[config.mk]
export PLATFORM = sky130hd
export DESIGN_NAME = pc_ras_unit
export DESIGN_NICKNAME = d
export VERILOG_FILES = /design/src/rtl/pc_ras_unit.sv
export SDC_FILE = /design/constraint.sdc
export NUM_CORES = 1
export LEC_CHECK = 0
export BUFFER_PORTS_ARGS = -buffer_cell sky130_fd_sc_hd__buf_2
export CAP_MARGIN = 5
export CORE_MARGIN = 8
export CORE_UTILIZATION = 25
export DETAILED_ROUTE_END_ITERATION = 10
export GPL_TIMING_DRIVEN = 0
export PLACE_DENSITY_LB_ADDON = 0.08
export SLEW_MARGIN = 20
export SYNTH_ARGS = -nofsm -noshare
export SYNTH_HDL_FRONTEND = slang
export SYNTH_SLANG_ARGS = --single-unit
[constraint.sdc]
create_clock -name i_CLK -period 9.3 [get_ports i_CLK]
set_input_delay 1.395 -clock i_CLK [delete_from_list [all_inputs] [get_ports i_CLK]]
set_output_delay 1.395 -clock i_CLK [all_outputs]
set_load 0.01 [all_outputs]
[src/rtl/pc_ras_unit.sv]
// Program counter with an integrated circular return-address stack.
// Optional macro PC_PREV_EN adds o_PC_Prev, the PC value before the last effective load.
module pc_ras_unit #(
  parameter int               WIDTH        = 16,
  parameter int               RAS_DEPTH    = 4,
  parameter logic [WIDTH-1:0] RESET_VECTOR = 'h3000,
  parameter int               INC          = 1
) (
  input  logic                             i_CLK,
  input  logic                             i_RST,
  input  logic                             i_LD_PC,
  input  logic [2:0]                       i_PCMUX,
  input  logic                             i_RAS_Push,
  input  logic                             i_RAS_Clr,
  input  logic [WIDTH-1:0]                 i_Bus,
  input  logic [WIDTH-1:0]                 i_Addr,
  input  logic [WIDTH-1:0]                 i_Vector,
  output logic [WIDTH-1:0]                 o_PC,
  output logic [WIDTH-1:0]                 o_RAS_Top,
  output logic [$clog2(RAS_DEPTH+1)-1:0]   o_RAS_Count,
  output logic                             o_RAS_Empty,
  output logic                             o_RAS_Full,
  output logic                             o_RAS_Ovf,
  output logic                             o_RAS_Unf
`ifdef PC_PREV_EN
  ,
  output logic [WIDTH-1:0]                 o_PC_Prev
`endif
);

  localparam int               CW       = $clog2(RAS_DEPTH + 1);
  localparam int               PW       = (RAS_DEPTH > 1) ? $clog2(RAS_DEPTH) : 1;
  localparam logic [CW-1:0]    DEPTH_C  = CW'(RAS_DEPTH);
  localparam logic [PW-1:0]    LAST_IDX = PW'(RAS_DEPTH - 1);
  localparam logic [WIDTH-1:0] INC_W    = WIDTH'(INC);

  typedef enum logic [2:0] {
    SRC_INC  = 3'b000,
    SRC_BUS  = 3'b001,
    SRC_ADDR = 3'b010,
    SRC_POP  = 3'b011,
    SRC_VEC  = 3'b100
  } pcmux_e;

  logic [WIDTH-1:0] r_pc;
  logic [WIDTH-1:0] r_stack [RAS_DEPTH];
  logic [PW-1:0]    r_top_ptr;
  logic [CW-1:0]    r_count;
  logic             r_ovf;
  logic             r_unf;

  logic [WIDTH-1:0] pc_inc;
  logic [WIDTH-1:0] pc_next;
  logic [WIDTH-1:0] top_val;
  logic [PW-1:0]    ptr_up;
  logic [PW-1:0]    ptr_down;
  logic [PW-1:0]    wr_ptr;
  logic             empty;
  logic             full;
  logic             load_en;
  logic             pop_req;
  logic             push_req;
  logic             stack_we;

  assign pc_inc   = r_pc + INC_W;
  assign empty    = (r_count == '0);
  assign full     = (r_count == DEPTH_C);
  assign top_val  = r_stack[r_top_ptr];
  assign ptr_up   = (r_top_ptr == LAST_IDX) ? '0 : r_top_ptr + PW'(1);
  assign ptr_down = (r_top_ptr == '0) ? LAST_IDX : r_top_ptr - PW'(1);

  // Codes above SRC_VEC are hold codes: no PC change, but push still applies.
  assign load_en  = i_LD_PC && (i_PCMUX <= SRC_VEC);
  assign pop_req  = i_LD_PC && (i_PCMUX == SRC_POP);
  assign push_req = i_LD_PC && i_RAS_Push;
  assign stack_we = push_req && !i_RAS_Clr && !i_RST;

  // A push paired with a real pop reuses the popped slot; otherwise advance.
  assign wr_ptr = (pop_req && !empty) ? r_top_ptr : ptr_up;

  always_comb begin
    pc_next = r_pc;
    case (i_PCMUX)
      SRC_INC:  pc_next = pc_inc;
      SRC_BUS:  pc_next = i_Bus;
      SRC_ADDR: pc_next = i_Addr;
      SRC_POP:  pc_next = empty ? i_Bus : top_val;
      SRC_VEC:  pc_next = i_Vector;
      default:  pc_next = r_pc;
    endcase
  end

  always_ff @(posedge i_CLK or posedge i_RST) begin
    if (i_RST) begin
      r_pc      <= RESET_VECTOR;
      r_top_ptr <= '0;
      r_count   <= '0;
      r_ovf     <= 1'b0;
      r_unf     <= 1'b0;
    end else begin
      if (load_en)
        r_pc <= pc_next;
      if (i_RAS_Clr) begin
        r_count <= '0;
        r_ovf   <= 1'b0;
        r_unf   <= 1'b0;
      end else if (push_req && pop_req) begin
        if (empty) begin
          r_top_ptr <= ptr_up;
          r_count   <= CW'(1);
          r_unf     <= 1'b1;
        end
      end else if (push_req) begin
        r_top_ptr <= ptr_up;
        if (full)
          r_ovf <= 1'b1;
        else
          r_count <= r_count + CW'(1);
      end else if (pop_req) begin
        if (empty) begin
          r_unf <= 1'b1;
        end else begin
          r_top_ptr <= ptr_down;
          r_count   <= r_count - CW'(1);
        end
      end
    end
  end

  // Stack storage has no reset; only entries covered by r_count are meaningful.
  always_ff @(posedge i_CLK) begin
    if (stack_we)
      r_stack[wr_ptr] <= pc_inc;
  end

`ifdef PC_PREV_EN
  logic [WIDTH-1:0] r_pc_prev;

  always_ff @(posedge i_CLK or posedge i_RST) begin
    if (i_RST)
      r_pc_prev <= RESET_VECTOR;
    else if (load_en)
      r_pc_prev <= r_pc;
  end

  assign o_PC_Prev = r_pc_prev;
`endif

  assign o_PC        = r_pc;
  assign o_RAS_Top   = empty ? '0 : top_val;
  assign o_RAS_Count = r_count;
  assign o_RAS_Empty = empty;
  assign o_RAS_Full  = full;
  assign o_RAS_Ovf   = r_ovf;
  assign o_RAS_Unf   = r_unf;

endmodule
; ---- Yosys cells after proc, flatten, opt, wreduce, memory -nomap -nowiden
; Memories as Yosys holds them, arrays and structs flattened.
; Index checks and enable logic that the tools add are counted.
[word_totals]
output_inout_bits = 39
n_memories = 1
in_bits = 56
ram_bits = 64
elab_cells = 79
reg_bits = 23
[op_classes]
order_cmp = 1
reduce_logical = 24
eq_ne = 13
n_mux = 29
bitwise = 1
addsub = 5
[memory_table]
columns = name, depth, width, rd, rd_clocked_by_memory_dff, wr, line
row1 = r_stack, 4, 16, 1, 0, 1, 46  ; logic [WIDTH-1:0] r_stack [RAS_DEPTH];
[ops]
columns = operator, count
row1 = 16-bit case mux with 5 select lines, 1
row2 = 16-bit two-way mux, 2
row3 = 3-bit two-way mux, 7
row4 = 16-bit by 1-bit adder with 16-bit output (second input constant), 1
row5 = 2-bit two-way mux, 8
row6 = 1-bit two-way mux, 11
row7 = 4-bit AND reduction, 2
row8 = 1-bit logical AND, 7
row9 = 3-bit by 2-bit == test with 1-bit output (second input constant), 2
row10 = 3-bit == test (second input constant), 2
row11 = 3-bit zero test, 2
row12 = 3-bit nonzero test, 2
row13 = 5-bit nonzero test, 1
row14 = 2-bit inequality test (second input constant), 2
row15 = 4-bit by 2-bit inequality test with 1-bit output (second input constant), 1
row16 = 4-bit by 3-bit inequality test with 1-bit output (second input constant), 1
row17 = 2-bit AND reduction, 2
row18 = 2-bit nonzero test, 2
row19 = 4-bit nonzero test, 1
row20 = 3-bit by 1-bit adder with 3-bit output (second input constant), 1
row21 = 3-bit by 1-bit == test with 1-bit output (second input constant), 1
row22 = 3-bit <= comparator (second input constant), 1
row23 = 1-bit zero test, 3
row24 = 3-bit by 1-bit inequality test with 1-bit output (second input constant), 1
row25 = other kinds (9), 9

; ---- Longest topological paths before layout
[depth]
word_depth = 6
ltp_mapped = 8
mapped_depth_nobuf = 7

; ---- Least setup slack after synthesis
; Ideal clock, no wire load.
[synth_timing]
path_type = input to register
from = input i_PCMUX[1]
to = memory r_stack[2][0], enable pin
slack_ps = 5306
t_arrival_ps = 3581
cell_stages = 7
t_required_ps = 8887
setup_time_ps = 413
path_cell_list = buf_2 and3b_1 buf_2 nand3_1 mux2i_1 inv_1 nor3b_1
[synth_between]
elab_chain_cells = 4
[synth_rtl]
columns = item, line
row1 = from (decl), 12  ; input logic [2:0] i_PCMUX,
row2 = 3-bit by 2-bit == test with 1-bit output, 74  ; assign pop_req = i_LD_PC && (i_PCMUX == SRC_POP);
row3 = 1-bit logical AND, 74
row4 = 1-bit logical AND, 79  ; assign wr_ptr = (pop_req && !empty) ? r_top_ptr : ptr_up;
row5 = 2-bit two-way mux, 79
row6 = to (decl), 46
; Every way passes these cells.

; ---- Worst setup path in the final report
[layout_timing]
from = register r_top_ptr[1]
to = output o_RAS_Top[14]
[layout_between]
elab_chain_cells = 2
[layout_rtl]
columns = item, line
row1 = from (decl), 47  ; logic [PW-1:0] r_top_ptr;
row2 = from (signal assigned), 109  ; r_top_ptr <= ptr_up;
row3 = from (signal assigned), 114  ; r_top_ptr <= ptr_up;
row4 = from (signal assigned), 123  ; r_top_ptr <= ptr_down;
row5 = memory read 4 x 16 bit, n/a
row6 = 16-bit two-way mux, 150  ; assign o_RAS_Top = empty ? '0 : top_val;
row7 = to (decl), 19  ; output logic [WIDTH-1:0] o_RAS_Top,
; Every way passes these cells.

==> summary.md <==
| Metric | Value |
|---|---|
| Crit path capture type | primary output |
| Commonest non-fill, non-tap cells in the layout | buf_2 (106), edfxtp_1 (64), a21oi_1 (32), and2_1 (27), nand2_1 (22) |
| Number of diodes | 0 |
| Vias in the first global route | between 3,000 and 4,000 |
| Die Width | between 150 and 200 µm |
| Via count | around 3,700 |
| Share of layout cells above drive strength 1 | 32.2% |
| Clock sink total | between 80 and 90 |
| Routed wire length | approximately 17,000 µm |
| Mean cell area of the mapped netlist | ~12 µm² |
| CTS clk-pin slew, worst paths | ~0.070 ns |
| Max_slew headroom | between 40% and 50% |
| Drt initial violations | 190 |
| DP Cell Count | ~740 |
| H-tree depth | 3 |
| Resized cells post-CTS | 0 |
| Min Tclk post-route | 3.50 ns |
| Hold Path Class | reg2reg |
| Seq/Total Area, Yosys | 52.5% |
| Port buffer count | 93 |
| Core area | about 0.019 mm² |
| Gr ovfl total | 0 |
| Clock root buffer master | clkbuf_16 |
| Largest net degree at the start of global routing | 24 |
| Tot Pwr | 1.29 mW |
| Largest family of logic cells by synthesized area | simple AND/OR/NAND/NOR gates |
| WP data required | about 7.9 ns |
| Portion of netlist area occupied by mux cells | ~8% |
| Vias per inst | a little under 5 |
| Initial antenna violation count | 0 |
| Post-DP Area | 0.00558 mm² |
| RSZ-0062 raised after global routing | no |
| Final hold viol count | 0 |
| Yosys warning count | 0 |
| Syn_nets | 468 |
| Die Footprint | between 0.02 and 0.025 mm² |
| Setup_tns | 0 ns |
| Startpoint class of the critical path | flop |
| Final Setup Violations | 0 |
| Most common cell after layout, fill and taps aside | buf_2 |
| WL/cell | 22.7 µm |
| Number of flops mapped to enable cells by yosys | 64 |
| XOR/XNOR Fraction of Synth Area | under 10% |
| Final ANT Viol Nets | 0 |
| Global Route Usage Sum | between 10 and 15% |
| Final instance area | 0.00585 mm² |
| Syn Inst Count | about 410 |
| WP data arrival | ~2.1 ns |
| IO Pins | 95 |
| Mapped Area | 0.00476 mm² |
| Post-CTS Setup Repair Bufs | 0 |
| Gpl congestion | between 0.7 and 0.8 |
| Total CTS buffers | 9 |
| Max Fclk | 0.286 GHz |
| Clock Tree Buf Depth | 2 |
| Ys async rst share | a little over a quarter |
| Skew-Pair Late Insertion Delay | 0.35 ns |
| Setup Skew | 0.00686 ns |
| Power density over the cells | 221 mW/mm² |
| CTS Hold Bufs | 0 |
| Post-synthesis compound-gate area fraction | about 15% |
| Number of distinct library cells after synthesis | between 50 and 60 |
| Final Max Slew Viols | 0 |
| Leak | about 2.2 nW |
| Synthesis-to-finish area growth | 22.9% |
| Final HPWL DP | 12,600 µm |
| Die Span Y | approximately 150 µm |
| Fraction of the mapped netlist area in adder cells | 1.05% |
| CTS tree | built |
| Worst setup path class | reg2out |
| Fraction of the mapped netlist area in simple logic gates | around 15% |
| Maximum VDD drop | 0.0912 mV |
| Flops & latches, synth | 87 |
| Fill cell count | around 1,900 |
| Crit share post-route | between 30% and 40% |
| Effective utilization at floorplan | approximately 25% |
| Final std cells w/o fill | ~760 |
| DRC | 0 |
| Crit path max fanout | 10 |
| Ys flop type | edfxtp_1 |
| Final nets | ~580 |
| First-pass GRT wire length | between 20,000 and 25,000 µm |
| Row count | 50 |
| TritonRoute pass-1 iters | 4 |
| Outcome | complete, no violations |
| Max_cap viols | 0 |
| Worst-Margin Slew | about 0.84 ns |
[power by group]
group | internal, mW | switching [mW] | total (mW)
Sequential | 0.475 | 0.0416 | 0.517
Combinational | 0.188 | 0.245 | 0.432
Clock | 0.183 | 0.159 | 0.341
Total | 0.846 | 0.445 | 1.29
[final timing paths]
check / from / to / slack, ns / cells past startpoint
min: o_RAS_Unf / o_RAS_Unf / 0.51 / 2
max in group asynchronous: i_RST / o_PC[8] / 7.75 / 2
min in group asynchronous: i_RST / o_RAS_Count[1] / 1.13 / 2
min reg2reg: o_RAS_Unf / o_RAS_Unf / 0.51 / 2
max: r_top_ptr[1] / o_RAS_Top[14] / 5.80 / 6
max reg2reg: r_top_ptr[1] / r_stack[0][2] / 6.38 / 7
[Yosys cell counts, types with 4 or more instances]
master | count | area, µm²
inv_1 | 9 | 33.8
nand2_1 | 22 | 82.6
nand3_1 | 13 | 65.1
xnor2_1 | 13 | 114
nor2_1 | 14 | 52.6
nor3b_1 | 4 | 30.0
o21ai_1 | 8 | 40.0
nand2b_1 | 13 | 81.3
xor2_1 | 6 | 52.6
a32o_1 | 4 | 40.0
dfrtp_1 | 21 | 526
buf_6 | 5 | 56.3
o22ai_1 | 17 | 106
ha_1 | 4 | 50.1
clkbuf_1 | 9 | 33.8
edfxtp_1 | 64 | 1920
a31oi_1 | 7 | 43.8
o22a_1 | 5 | 43.8
a21oi_1 | 32 | 160
mux4_2 | 16 | 360
nor2b_1 | 14 | 87.6
and3_1 | 5 | 31.3
and2_1 | 27 | 169
o21a_1 | 5 | 37.5
o21ai_0 | 13 | 65.1
buf_2 | 13 | 65.1
[stage by stage]
step                utilization (%)  hold slack, ns  worst slack [ns]
floorplan                         -           0.529              5.31
global placement               29.5           0.482              3.68
detailed placement             29.8           0.498              5.47
CTS                            31.3           0.515              5.77
global route                   31.3           0.550              5.69
finish                         31.3           0.507              5.80
[registers in the layout (all words and copies together), names as in the netlist]
register / count
o_RAS_Ovf: 1
o_PC: 16
r_top_ptr: 2
r_stack: 64
o_RAS_Unf: 1
o_RAS_Count: 3
[worst max-delay path: stages (launching register included)]
cell and delay, ns:
dfrtp_1 0.34, buf_2 0.30, buf_2 0.38, mux4_2 0.36, nand2_1 0.17, inv_1 0.05
buf_2 0.14
[cell type report]
type                            instances  area [µm²]  share of cell area (%)
Clock buffer                           10         229                    3.91
Multi-Input combinational cell        282        2080                    35.6
Tap cell                              234         293                    5.00
Sequential cell                        87        2500                    42.7
Inverter                               10        37.5                   0.642
Buffer                                 29         168                    2.87
Timing Repair Buffer                   97         495                    8.47
Clock inverter                          6        46.3                   0.791
[kinds of logic (layout without fill, tap and decap cells)]
| logic type | count (synthesis) | in the layout |
|---|---|---|
| flops | 87 | 87 |
| fa+ha+maj | 4 | 4 |
| xor+xnor | 20 | 20 |
| buf+inv | 39 | 152 |
| simple gates | 127 | 127 |
| mux | 19 | 19 |
| compound gates | 112 | 112 |
[metal layers]
| metal | up-vias | track usage, % | part of all wire (%) |
|---|---|---|---|
| met1 | 1865 | 18.9 | 46 |
| met2 | 105 | 23.4 | 48 |
| li1 | 1747 | - | - |
| met3 | 17 | 3.11 | 4.7 |
| met4 | 0 | 4.15 | 1.6 |
| met5 | - | 0 | 0 |
Note: power is estimated with default switching activity, not from simulation.
